===== src/rtl/bcd_pkg.sv =====
// Shared constants and FSM state type for the binary-to-BCD converter.
//   BIN_W   : binary operand width (only 14 is supported)
//   DIGITS  : number of packed BCD digits produced
//   BCD_MAX : largest operand that fits in DIGITS decimal digits
//   ITERS   : double-dabble iterations, one per operand bit
package bcd_pkg;

    localparam int unsigned BIN_W   = 14;
    localparam int unsigned DIGITS  = 4;
    localparam int unsigned BCD_MAX = 9999;
    localparam int unsigned ITERS   = 14;

    typedef enum logic [1:0] {
        StIdle  = 2'd0,
        StShift = 2'd1,
        StDone  = 2'd2
    } state_e;

endpackage


===== src/rtl/bcd_add3.sv =====
// Double-dabble digit correction: adds 3 to a BCD digit of 5 or more so that
// the following left shift carries correctly into the next decimal digit.
// Ports:
//   din  : 4-bit digit before correction
//   dout : 4-bit corrected digit
module bcd_add3 (
    input  logic [3:0] din,
    output logic [3:0] dout
);

    always_comb begin
        dout = din;
        if (din >= 4'd5) begin
            dout = din + 4'd3;
        end
    end

endmodule


===== src/rtl/bin_to_bcd4.sv =====
// Sequential double-dabble converter: 14-bit unsigned binary to 4 packed BCD
// digits, one iteration per clock, 14 cycles from accepting edge to done.
// Ports:
//   clk   : clock, all state on the rising edge
//   rst   : synchronous active-high reset
//   start : conversion request, sampled only while idle
//   bin   : binary operand, captured on the accepting edge
//   busy  : high while shifting and during the done cycle
//   done  : one-cycle pulse, bcd/err valid from this cycle on
//   bcd   : packed BCD result, thousands digit in [15:12]
//   err   : captured operand was above 9999
// Build option:
//   BIN_TO_BCD4_SAT_EN : out-of-range operands report 16'h9999 instead of 16'h0000
module bin_to_bcd4 #(
    parameter int unsigned BIN_W = bcd_pkg::BIN_W
) (
    input  logic             clk,
    input  logic             rst,
    input  logic             start,
    input  logic [BIN_W-1:0] bin,
    output logic             busy,
    output logic             done,
    output logic [15:0]      bcd,
    output logic             err
);

    import bcd_pkg::*;

`ifdef BIN_TO_BCD4_SAT_EN
    localparam logic [15:0] OvfBcd = 16'h9999;
`else
    localparam logic [15:0] OvfBcd = 16'h0000;
`endif

    state_e           state_q, state_d;
    logic [3:0]       cnt_q, cnt_d;
    logic [15:0]      scratch_q, scratch_d;
    logic [BIN_W-1:0] op_q, op_d;
    logic             err_pend_q, err_pend_d;
    logic [15:0]      bcd_q, bcd_d;
    logic             err_q, err_d;

    // Corrected scratch digits for the current iteration.
    logic [15:0]      corr;

    for (genvar g = 0; g < DIGITS; g++) begin : g_digit
        bcd_add3 u_add3 (
            .din  (scratch_q[4*g +: 4]),
            .dout (corr[4*g +: 4])
        );
    end

    // Top bit shifts out; it is always zero for in-range operands and the
    // result is overridden for out-of-range ones.
    logic unused_corr_msb;
    assign unused_corr_msb = corr[15];

    always_ff @(posedge clk) begin
        if (rst) begin
            state_q    <= StIdle;
            cnt_q      <= 4'd0;
            scratch_q  <= 16'h0000;
            op_q       <= '0;
            err_pend_q <= 1'b0;
            bcd_q      <= 16'h0000;
            err_q      <= 1'b0;
        end else begin
            state_q    <= state_d;
            cnt_q      <= cnt_d;
            scratch_q  <= scratch_d;
            op_q       <= op_d;
            err_pend_q <= err_pend_d;
            bcd_q      <= bcd_d;
            err_q      <= err_d;
        end
    end

    always_comb begin
        state_d    = state_q;
        cnt_d      = cnt_q;
        scratch_d  = scratch_q;
        op_d       = op_q;
        err_pend_d = err_pend_q;
        bcd_d      = bcd_q;
        err_d      = err_q;

        unique case (state_q)
            StIdle: begin
                if (start) begin
                    state_d    = StShift;
                    op_d       = bin;
                    cnt_d      = 4'd0;
                    scratch_d  = 16'h0000;
                    err_pend_d = (bin > BIN_W'(BCD_MAX));
                end
            end
            StShift: begin
                scratch_d = {corr[14:0], op_q[BIN_W-1]};
                op_d      = op_q << 1;
                cnt_d     = cnt_q + 4'd1;
                if (cnt_q == 4'(ITERS - 1)) begin
                    state_d = StDone;
                    bcd_d   = err_pend_q ? OvfBcd : scratch_d;
                    err_d   = err_pend_q;
                end
            end
            StDone: begin
                state_d = StIdle;
            end
            default: begin
                state_d = StIdle;
            end
        endcase
    end

    assign busy = (state_q != StIdle);
    assign done = (state_q == StDone);
    assign bcd  = bcd_q;
    assign err  = err_q;

endmodule


===== config.mk =====
export PLATFORM = sky130hd
export DESIGN_NAME = bin_to_bcd4
export DESIGN_NICKNAME = d
export VERILOG_FILES = /design/src/rtl/bcd_pkg.sv /design/src/rtl/bcd_add3.sv /design/src/rtl/bin_to_bcd4.sv
export SDC_FILE = /design/constraint.sdc
export NUM_CORES = 1
export LEC_CHECK = 0
export BUFFER_PORTS_ARGS = -buffer_cell sky130_fd_sc_hd__buf_4
export CAP_MARGIN = 20
export CORE_MARGIN = 5
export CORE_UTILIZATION = 56
export DETAILED_ROUTE_END_ITERATION = 6
export PLACE_DENSITY = 0.88
export SYNTH_ARGS = -nofsm -noshare
export SYNTH_HDL_FRONTEND = slang
export SYNTH_SLANG_ARGS = --single-unit

===== constraint.sdc =====
create_clock -name clk -period 1.9 [get_ports clk]
set_clock_uncertainty 0.1 [all_clocks]
set_input_delay 0.38 -clock clk [delete_from_list [all_inputs] [get_ports clk]]
set_output_delay 0.38 -clock clk [all_outputs]
set_load 0.05 [all_outputs]

Word level (Yosys, flattened, before mapping)
Cells that the tools add are included.
{"block": "totals", "ff_bits": 54, "inputBits": 17, "out_inout_bits": 19, "word_cells": 43}
{"block": "classes", "addsub": 5, "n_lt_le_gt_ge": 5, "eq_ne": 5, "n_mux": 14, "reduce_logical": 7}
{"operator": "$mux 16", "n": 2}
{"operator": "$pmux 16 s2", "n": 1}
{"operator": "$pmux 14 s2", "n": 1}
{"operator": "$ge 4x3->1 const B", "n": 4}
{"operator": "$mux 4", "n": 4}
{"operator": "$gt 14x14->1 const B", "n": 1}
{"operator": "$mux 14", "n": 1}
{"operator": "$add 4x2->4 const B", "n": 3}
{"operator": "$pmux 4 s2", "n": 1}
{"operator": "$reduce_and 2->1", "n": 4}
{"operator": "$add 4x1->4 const B", "n": 1}
{"operator": "$eq 4x4->1 const B", "n": 1}
{"operator": "$mux 2", "n": 2}
{"operator": "$ne 2x2->1 const B", "n": 2}
{"operator": "$pmux 2 s2", "n": 1}
{"operator": "$reduce_bool 2->1", "n": 2}
{"operator": "$add 3x2->3 const B", "n": 1}
{"operator": "$mux 3", "n": 1}
{"operator": "$eq 2x1->1 const B", "n": 1}
{"operator": "$eq 2x2->1 const B", "n": 1}
{"operator": "$logic_not 2->1", "n": 1}

Depth between registers and ports, before layout
Gate-level depths: netlist (run 1).
{"block": "depth", "depth_word": 3, "mapped_depth": 8}

Cells and area by module
From an unflattened synthesis (run 1), not the netlist that was laid out.
{"block": "unflattened", "cells_unflattened": 334, "hier_area_um2": 2716.4}
{"module": "bin_to_bcd4", "n_inst": 1, "cells_each": 270, "area_each_um2": 2311.0, "seq_area_each_um2": 1081.0}
{"module": "bcd_add3", "n_inst": 4, "cells_each": 16, "area_each_um2": 101.3, "seq_area_each_um2": 0.0}

Worst setup path after synthesis (run 1)
OpenSTA, ideal clock, no wires.
{"block": "synth_timing", "path_type": "reg2out", "from": "reg state_q[1]", "to": "out done", "arrival_ps": 1100, "required_ps": 1420, "slack_ps": 320, "stages_incl_launch_ff": 2, "cell_sequence": "dfxtp_1 -> nor2b_1"}
{"block": "synth_between", "elab_chain_cells": 1}
{"item": "from (decl)", "line_no": "bin_to_bcd4.sv:35", "source": "state_e state_q, state_d;"}
{"item": "from (signal assigned)", "line_no": "bin_to_bcd4.sv:60", "source": "state_q <= StIdle;"}
{"item": "from (signal assigned)", "line_no": "bin_to_bcd4.sv:68", "source": "state_q <= state_d;"}
{"item": "$eq 2x2->1", "line_no": "bin_to_bcd4.sv:117", "source": "assign done = (state_q == StDone);"}
{"item": "to (decl)", "line_no": "bin_to_bcd4.sv:22", "source": "output logic done,"}
No other way between the ends.

Worst setup path after layout (run 1)
{"block": "layout_timing", "from": "reg state_q[0]", "to": "reg bcd_q[14] (netlist: bcd[14])"}
{"block": "layout_between", "elab_chain_cells": 2}
{"item": "$eq 2x1->1", "line_no": "bin_to_bcd4.sv:87", "source": "unique case (state_q)"}
{"item": "$reduce_and 2->1 (no source line)"}
{"item": "to (signal assigned)", "line_no": "bin_to_bcd4.sv:65", "source": "bcd_q <= 16'h0000;"}
{"item": "to (signal assigned)", "line_no": "bin_to_bcd4.sv:73", "source": "bcd_q <= bcd_d;"}
{"item": "to (decl)", "line_no": "bin_to_bcd4.sv:40", "source": "logic [15:0] bcd_q, bcd_d;"}
No other way between the ends.
A chain may end at the register's enable or synchronous reset.

==> impl_metrics.json, run 1 <==
{
  "holdPathEnd": "err_pend_q$_SDFFE_PP0P_",
  "cts_buffers": 5,
  "setup_viol": 0,
  "vias": 2054,
  "fin_crit_sh_pct": 88.45,
  "cp-end-kind": "flop",
  "synth_compound_area_share_pct": 21.79,
  "cts_setup_buffers": 0,
  "nets": 331,
  "finalMaxSlewViolations": 0,
  "drt-total-wl_mm": 5.144,
  "r2r_setup_slack_ps": 220,
  "io_pins": 36,
  "synth-simple-area-share_pct": 18.51,
  "start_util_pct": 58.31,
  "period_minus_slack_ps": 1681,
  "synth-adder-area-share_pct": 5.288,
  "via_per_inst": 5.786,
  "grt_pass1_wl_mm": 8.666,
  "cap_violations": 0,
  "dpl.hpwl_mm": 3.700,
  "required_ps": 2000,
  "cts-root-buf": "clkbuf_8",
  "power_w": 0.002285,
  "layout_commonest_cell": "dfxtp_1",
  "fin_cells": 355,
  "die_area_sq_um": 5625,
  "firstDrtPassIters": 5,
  "pwr_density_cell_nw_per_um2": 808.5,
  "synth_nets": 294,
  "status": "finished clean",
  "start_kind": "flop",
  "cts.clk_slew.worst_paths_ps": 90,
  "antenna_found_initial": 0,
  "wire_per_inst_um": 14.49,
  "avgSynthCellArea_sq_um": 8.861,
  "synth_top_family_by_area": "compound AO/OA/AOI/OAI gates",
  "p_leak_nw": 1.120,
  "clock_latency_ps": 310,
  "path_max_fanout": 12,
  "seq_area_frac_synth_pct": 45.69,
  "max_clock_freq_mhz": 595.0,
  "placed_cells_incl_taps": 347,
  "synth-xor-area-share_pct": 1.481,
  "drive_above_1_share_pct": 20.00,
  "hold_class": "input pin to flop",
  "worstSetupPathType": "flop to flop",
  "final_cell_mix": "dfxtp_1, buf_4, a21oi_1",
  "reg2reg_depth": 4,
  "r2r_start": "state_q[0]$_SDFFE_PP0P_",
  "buffer_ports.inserted": 35,
  "min_delay_path_depth": 2,
  "hold_viol": 0,
  "ys_warn_count": 0,
  "ys_seq_elements": 54,
  "htree_levels": 2,
  "die_h_um": 75,
  "drc": 0,
  "grt_pass1_vias": 1972,
  "ant_nets": 0,
  "n_antenna_cell": 0,
  "r2r-end": "bcd[14]$_SDFFE_PP0P_",
  "synthCells": 267,
  "setup_slack_ps": 219.4,
  "fp.dieW_um": 75,
  "hold_start": "bin[13]",
  "synthMuxAreaShare_pct": 1.745,
  "gp_congestion": 0.8462,
  "worstMarginPinSlew_ps": 568.8,
  "core_sq_um": 4058,
  "cts_tree": "built",
  "synth_cell_types": 36,
  "setup_tns_ps": 0,
  "arrival_ps": 1780,
  "grt_overflow_total": 0,
  "syn_to_final_growth_pct": 19.46,
  "max-slew-margin-rel_pct": 62.04,
  "rsz0062_at_grt": "false",
  "vdd_drop_max_v": 0.0006205,
  "track_usage_pct": 20.07,
  "rows": 23,
  "syn_area_sq_um": 2366,
  "clk_path_buf_depth": 2,
  "clock_sink_count": 54,
  "drtIter0Drc": 116,
  "grt_max_degree": 20,
  "place_ws_ps": 91.00
}
[worst max-delay path, cell delays in order (launching register included)]
cell	delay, ps
dfxtp_1	430
nand2b_1	200
or2_1	350
buf_4	220
a32o_1	270
[metrics by stage]
stage,area (sq um),hold WS (ps),utilization (%)
detailed placement,2681,350.6,66.08
global placement,2681,343.7,66.08
CTS,2824,220.2,69.60
global route,2826,230.4,69.66
floorplan,2366,336.8,-
finish,2826,222.4,69.66
[where the power goes]
| part | leakage, nW | total (W) | internal, W | switching, W |
|---|---|---|---|---|
| clock | 0.0714 | 0.000923 | 0.000561 | 0.000362 |
| combinational | 0.611 | 0.000185 | 0.0000741 | 0.000111 |
| sequential | 0.438 | 0.00118 | 0.00116 | 0.0000184 |
| total | 1.12 | 0.00229 | 0.00179 | 0.000492 |
[synth_stat cells (all sizes together)]
master	number	area share, %
ha	10	5.3
or3	1	0.26
and3	2	0.53
a32o	5	2.1
a22oi	13	4.1
buf	11	3.1
nand3b	1	0.32
nand2	25	4.0
dfxtp	54	46
o21ai	16	3.4
nor2	17	2.8
clkbuf	5	0.79
nand3	18	3.8
o21a	5	1.6
xnor2	4	1.5
or2	3	0.79
or3b	1	0.37
mux2i	3	1.3
a41o	1	0.42
a22o	5	1.9
nor3	1	0.21
nand4	1	0.26
nand2b	5	1.3
a31oi	1	0.26
a21oi	32	6.8
nor4	1	0.26
clkinv	1	0.16
o31ai	4	1.3
nor3b	9	3.1
mux2	1	0.48
nor2b	2	0.53
inv	9	1.4
[cell families (layout without fill, tap and decap cells)]
group	Yosys count	after routing
compound gates	82	82
simple gates	87	87
xor+xnor	4	4
buf+inv	26	64
flops	54	54
mux	4	4
fa+ha+maj	10	10
[layout make-up]
type,count,area [sq um]
repair buffers,46,345.3
inverters,10,37.54
flip-flops and latches,54,1081
well taps,50,62.56
fillers,344,1231
clock buffers,6,82.58
clock inverters,2,60.06
multi-input cells,187,1157
[worst max path at each step]
| stage | from | to | slack, ps | cells past startpoint |
|---|---|---|---|---|
| 6_report | state_q[0]$_SDFFE_PP0P_ | bcd[14]$_SDFFE_PP0P_ | 220 | 4 |
| 5_1_grt | scratch_q[1]$_SDFFE_PP0P_ | scratch_q[2]$_SDFFE_PP0P_ | 90 | 6 |
| 4_1_cts | state_q[0]$_SDFFE_PP0P_ | op_q[4]$_SDFFE_PP0P_ | 200 | 4 |
| 3_5_place_dp | start | op_q[4]$_SDFFE_PP0P_ | 90 | 5 |
| 3_3_place_gp | start | op_q[9]$_SDFFE_PP0P_ | 120 | 5 |
| 2_1_floorplan | state_q[1]$_SDFFE_PP0P_ | done | 320 | 1 |
[routing by layer]
metal | wire [um] | up-vias | share of wire [%] | GRT usage (%)
met5 | 0 | - | 0 | 0
met4 | 42 | 0 | 0.82 | 7.312
met3 | 404 | 6 | 7.9 | 6.142
met2 | 2571 | 64 | 50 | 34.82
met1 | 2125 | 964 | 41 | 23.24
li1 | - | 1020 | - | -
[state kept, by name, indices dropped and copies added, names as in the netlist]
name and cells:
bcd 16, cnt_q 4, err 1, err_pend_q 1, op_q 14, scratch_q 16, state_q 2
[timing repair]
action | 4_1_cts | 5_1_grt
setup endpoints to repair | 0 | 1
resized for setup | 0 | 1
hold buffers | 0 | 0
No activity file was read; power rests on OpenSTA's default activity.
==> run 2: changes to the inputs <==
clock period = 1.6 ns   (was 1.9 ns; I/O delays follow)
==> run 2 against run 1 <==
Effect of this change:
- register-to-register slack worse by 180 ps
- count of clock-buffer cells in the layout stayed put
- final area up 4.2%
- largest cell class unchanged
- highest routed layer unchanged
==> impl_metrics.json, run 2 (synthesized netlist as in run 1, its figures left out) <==
{
  "grt_max_degree": 22,
  "start_util_pct": 58.31,
  "setup_viol": 0,
  "grt_pass1_vias": 1950,
  "core_sq_um": 4058,
  "antenna_found_initial": 0,
  "power_w": 0.002539,
  "period_minus_slack_ps": 1565,
  "dpl.hpwl_mm": 3.810,
  "pwr-share-comb_pct": 9.7,
  "nets": 338,
  "grt_overflow_total": 0,
  "arrival_ps": 1720,
  "io_pins": 36,
  "setup_tns_ps": 0,
  "max_clock_freq_mhz": 638.9,
  "max-slew-margin-rel_pct": 76.22,
  "cts_buffers": 5,
  "hold_ws_ps": 164.0,
  "ctsHoldBuffers": 0,
  "cp-end-kind": "flop",
  "cts.clk_slew.worst_paths_ps": 100,
  "fp.dieW_um": 75,
  "via_per_inst": 5.768,
  "ant_nets": 0,
  "place_ws_ps": -78.24,
  "track_usage_pct": 19.78,
  "hold_class": "input pin to flop",
  "vdd_drop_max_v": 0.0006430,
  "drc": 0,
  "n_antenna_cell": 0,
  "drt-total-wl_mm": 5.381,
  "required_ps": 1750,
  "pwr_density_cell_nw_per_um2": 862.4,
  "worstSetupPathType": "flop to flop",
  "path_max_fanout": 4,
  "intPower_w": 0.001950,
  "hold_viol": 0,
  "die_area_sq_um": 5625,
  "htree_levels": 2,
  "gp_congestion": 0.7677,
  "clock_sink_count": 54,
  "vias": 2088,
  "cts-root-buf": "clkbuf_8",
  "grt_pass1_wl_mm": 8.569,
  "swShare_pct": 23.18,
  "worstMarginPinSlew_ps": 355.4,
  "cap_violations": 0,
  "drtIter0Drc": 79,
  "syn_to_final_growth_pct": 24.43,
  "p_leak_nw": 1.157,
  "firstDrtPassIters": 4,
  "die_h_um": 75,
  "pwr-share-clk_pct": 35.3,
  "wire_per_inst_um": 14.86,
  "cts_tree": "built",
  "p_seq_share_pct": 55.0,
  "setup_slack_ps": 34.73,
  "status": "finished clean",
  "final_cell_mix": "buf_4, dfxtp_1, a21oi_1",
  "layout_commonest_cell": "buf_4",
  "clock_latency_ps": 300,
  "clk_path_buf_depth": 2,
  "fin_crit_sh_pct": 97.83,
  "start_kind": "flop",
  "rsz0062_at_grt": "true",
  "buffer_ports.inserted": 35,
  "rows": 23,
  "finalMaxSlewViolations": 0,
  "drive_above_1_share_pct": 28.21,
  "p_sw_w": 0.0005885
}
==> run 2: final cells by class <==
cell class / count / area, sq um
flip-flops and latches: 54 / 1087
multi-input cells: 187 / 1241
well taps: 50 / 62.56
inverters: 10 / 37.54
clock inverters: 2 / 37.54
clock buffers: 6 / 72.57
repair buffers: 53 / 405.4
fillers: 312 / 1114
==> run 2: what timing repair did <==
item | CTS | global route
gates resized for setup | 8 | 22
pin swaps | 1 | 5
buffers inserted | 0 | 0
endpoints found under the hold margin | 0 | 0
endpoints found under the setup margin | 5 | 26
==> run 2: power by group through the flow <==
stage	clock [W]	sequential (W)	combinational, W
5_1_grt	0.000973	0.00140	0.000272
6_report	0.000896	0.00140	0.000247
3_5_place_dp	0	0.00143	0.000236
2_1_floorplan	0	0.00142	0.000142
3_3_place_gp	0	0.00142	0.000232
4_1_cts	0.000915	0.00140	0.000242
==> run 2: worst paths after layout <==
path	from	endpoint	slack (ps)	depth (start not counted)
worst min-delay path	bin[13]	err_pend_q$_SDFFE_PP0P_	160	2
worst min register to register	op_q[9]$_SDFFE_PP0P_	op_q[9]$_SDFFE_PP0P_	360	2
worst max-delay path	scratch_q[4]$_SDFFE_PP0P_	bcd[6]$_SDFFE_PP0P_	30	6
worst max register to register	scratch_q[4]$_SDFFE_PP0P_	bcd[6]$_SDFFE_PP0P_	30	6
==> run 2: worst max-delay path, cell delays in order (launching register included) <==
cell and delay, ps:
dfxtp_1 350, inv_1 120, ha_2 250, nand2b_4 70, a21oi_4 170, mux2i_2 290
a32o_1 160
==> run 2: metrics by stage <==
stage	area [sq um]	util, %	instances
final	2944	72.56	362
after global routing	2944	72.56	362
after CTS	2874	70.83	363
after global placement	2741	67.56	355
after detailed placement	2741	67.56	355
after floorplan	2366	-	267
==> run 2: layer usage <==
metal	global-route usage (%)	vias to the layer above	part of all wire, %
met5	0	-	0
met1	23.36	1001	43
met2	34.91	46	52
met4	8.300	0	1.2
li1	-	1032	-
met3	3.738	9	4.1
==> run 3: changes to the inputs <==
CORE_UTILIZATION = 60   (was 56)
PLACE_DENSITY = 0.92   (was 0.88)
SKIP_CTS_REPAIR_TIMING = 1   (was default)
clock period = 2.05 ns   (was 1.6 ns; I/O delays follow)
==> run 3 against run 2 <==
Effect of this change:
- hold slack better by 100 ps
- count of clock-buffer cells in the layout unchanged
- via count down 0.29%
- largest cell class unchanged
==> impl_metrics.json, run 3 (synthesized netlist as in run 1, its figures left out) <==
{
  "rows": 22,
  "finalInstanceArea_sq_um": 2814,
  "reg2reg_depth": 5,
  "rsz0062_at_grt": "false",
  "die_h_um": 72.80,
  "max_clock_freq_mhz": 577.1,
  "gp_congestion": 0.7696,
  "fin_crit_sh_pct": 84.53,
  "n_antenna_cell": 0,
  "arrival_ps": 1850,
  "crit_slowest_cell": "dfxtp_1",
  "period_minus_slack_ps": 1733,
  "slowest_delay_ps": 430,
  "status": "finished clean",
  "drc": 0,
  "holdPathEnd": "err_pend_q$_SDFFE_PP0P_",
  "max-slew-margin-rel_pct": 76.33,
  "via_per_inst": 5.915,
  "r2r-end": "bcd[7]$_SDFFE_PP0P_",
  "clock_latency_ps": 300,
  "r2r_start": "cnt_q[0]$_SDFFE_PP0P_",
  "cts-root-buf": "clkbuf_8",
  "cts_tree": "built",
  "finalMaxSlewViolations": 0,
  "hold_class": "input pin to flop",
  "worstSetupPathType": "flop to flop",
  "path_max_fanout": 15,
  "vdd_drop_max_v": 0.0005919,
  "grt_pass1_wl_mm": 8.811,
  "drt-total-wl_mm": 5.135,
  "drive_above_1_share_pct": 19.41,
  "setup_viol": 0,
  "syn_to_final_growth_pct": 18.93,
  "io_pins": 36,
  "wire_per_inst_um": 14.59,
  "post_dp_cell_area_sq_um": 2671,
  "buffer_ports.inserted": 35,
  "hold_start": "bin[13]",
  "cp_cell_sequence": "ha_1, nand3_1, or2_1, buf_4, o31ai_1",
  "grt_max_degree": 31,
  "fp.dieW_um": 72.80,
  "layout_commonest_cell": "dfxtp_1",
  "grt_overflow_total": 0,
  "dpl.hpwl_mm": 3.661,
  "htree_levels": 2,
  "pwr_density_cell_nw_per_um2": 754.8,
  "core_sq_um": 3744,
  "firstDrtPassIters": 4,
  "vias": 2082,
  "r2r_setup_slack_ps": 320,
  "p_leak_nw": 1.116,
  "start_util_pct": 63.20,
  "final_cell_mix": "dfxtp_1, buf_4, a21oi_1",
  "cp-end-kind": "flop",
  "cts.clk_slew.worst_paths_ps": 90,
  "die_area_sq_um": 5299,
  "clk_path_buf_depth": 2,
  "cts_buffers": 5,
  "cap_violations": 0,
  "hold_ws_ps": 267.1,
  "worstMarginPinSlew_ps": 353.7,
  "required_ps": 2170,
  "clock_sink_count": 54,
  "register_area_sq_um": 1081,
  "start_kind": "flop",
  "track_usage_pct": 20.62,
  "multi_input_area_sq_um": 1155,
  "drtIter0Drc": 154,
  "antenna_found_initial": 0,
  "n_fill_cell": 280,
  "nets": 330,
  "setup_tns_ps": 0,
  "grt_pass1_vias": 2030,
  "min_delay_path_depth": 2,
  "ant_nets": 0,
  "hold_viol": 0
}
-- run 3: changes by cell type in the layout (fill, tap and decap cells not counted), moves of 2 or more --
cell,previous run,this run
buf_4,52,45
dfxtp_1,49,54
dfxtp_2,5,0
a21oi_1,28,32
ha_1,7,10
ha_2,3,0
a21oi_2,2,0
a21oi_4,2,0
inv_1,7,9
inv_2,2,0
nand2b_1,3,5
nand2b_4,2,0
or2_4,2,0
-- run 3: worst max path at each step --
stage,slack [ps],cells past startpoint,start,endpoint
floorplan,440,1,state_q[1]$_SDFFE_PP0P_,done
global placement,330,4,rst,bcd[12]$_SDFFE_PP0P_
detailed placement,260,4,rst,bcd[1]$_SDFFE_PP0P_
global route,150,5,cnt_q[0]$_SDFFE_PP0P_,bcd[7]$_SDFFE_PP0P_
finish,320,5,cnt_q[0]$_SDFFE_PP0P_,bcd[7]$_SDFFE_PP0P_
CTS,330,5,cnt_q[0]$_SDFFE_PP0P_,bcd[7]$_SDFFE_PP0P_
-- run 3: through the flow --
step | utilization, % | setup slack [ps] | instances | total power (W)
after floorplan | - | 440.0 | 267 | 0.001221
after global placement | 71.36 | 332.4 | 344 | 0.001280
after detailed placement | 71.36 | 260.0 | 344 | 0.001285
after CTS | 75.17 | 326.0 | 352 | 0.002128
after global routing | 75.17 | 154.8 | 352 | 0.002203
final | 75.17 | 317.2 | 352 | 0.002124
-- run 3: report_power, final --
group	internal, W	switching (W)	leakage [nW]
combinational	0.0000713	0.000104	0.607
clock	0.000521	0.000337	0.0714
sequential	0.00107	0.0000177	0.438
-- run 3: final cells by class --
class / instances / share of cell area, %
Multi-Input combinational cell: 187 / 41.04
Sequential cell: 54 / 38.42
Tap cell: 48 / 2.134
Timing Repair Buffer: 45 / 12.01
Clock inverter: 2 / 2.134
Clock buffer: 6 / 2.935
Inverter: 10 / 1.334
-- run 3: layer usage --
metal	routed length [um]	up-vias	track usage [%]
met5	0	-	0
met4	85	0	6.762
met3	288	11	3.581
met2	2602	67	37.37
met1	2159	983	24.40
li1	-	1021	-
-- run 3: worst max-delay path, delay by kind of cell, from the launching register on --
kind	cells	cell delay [ps]
flops	1	430
fa+ha+maj	1	190
compound gates	1	240
buf+inv	1	240
simple gates	2	440
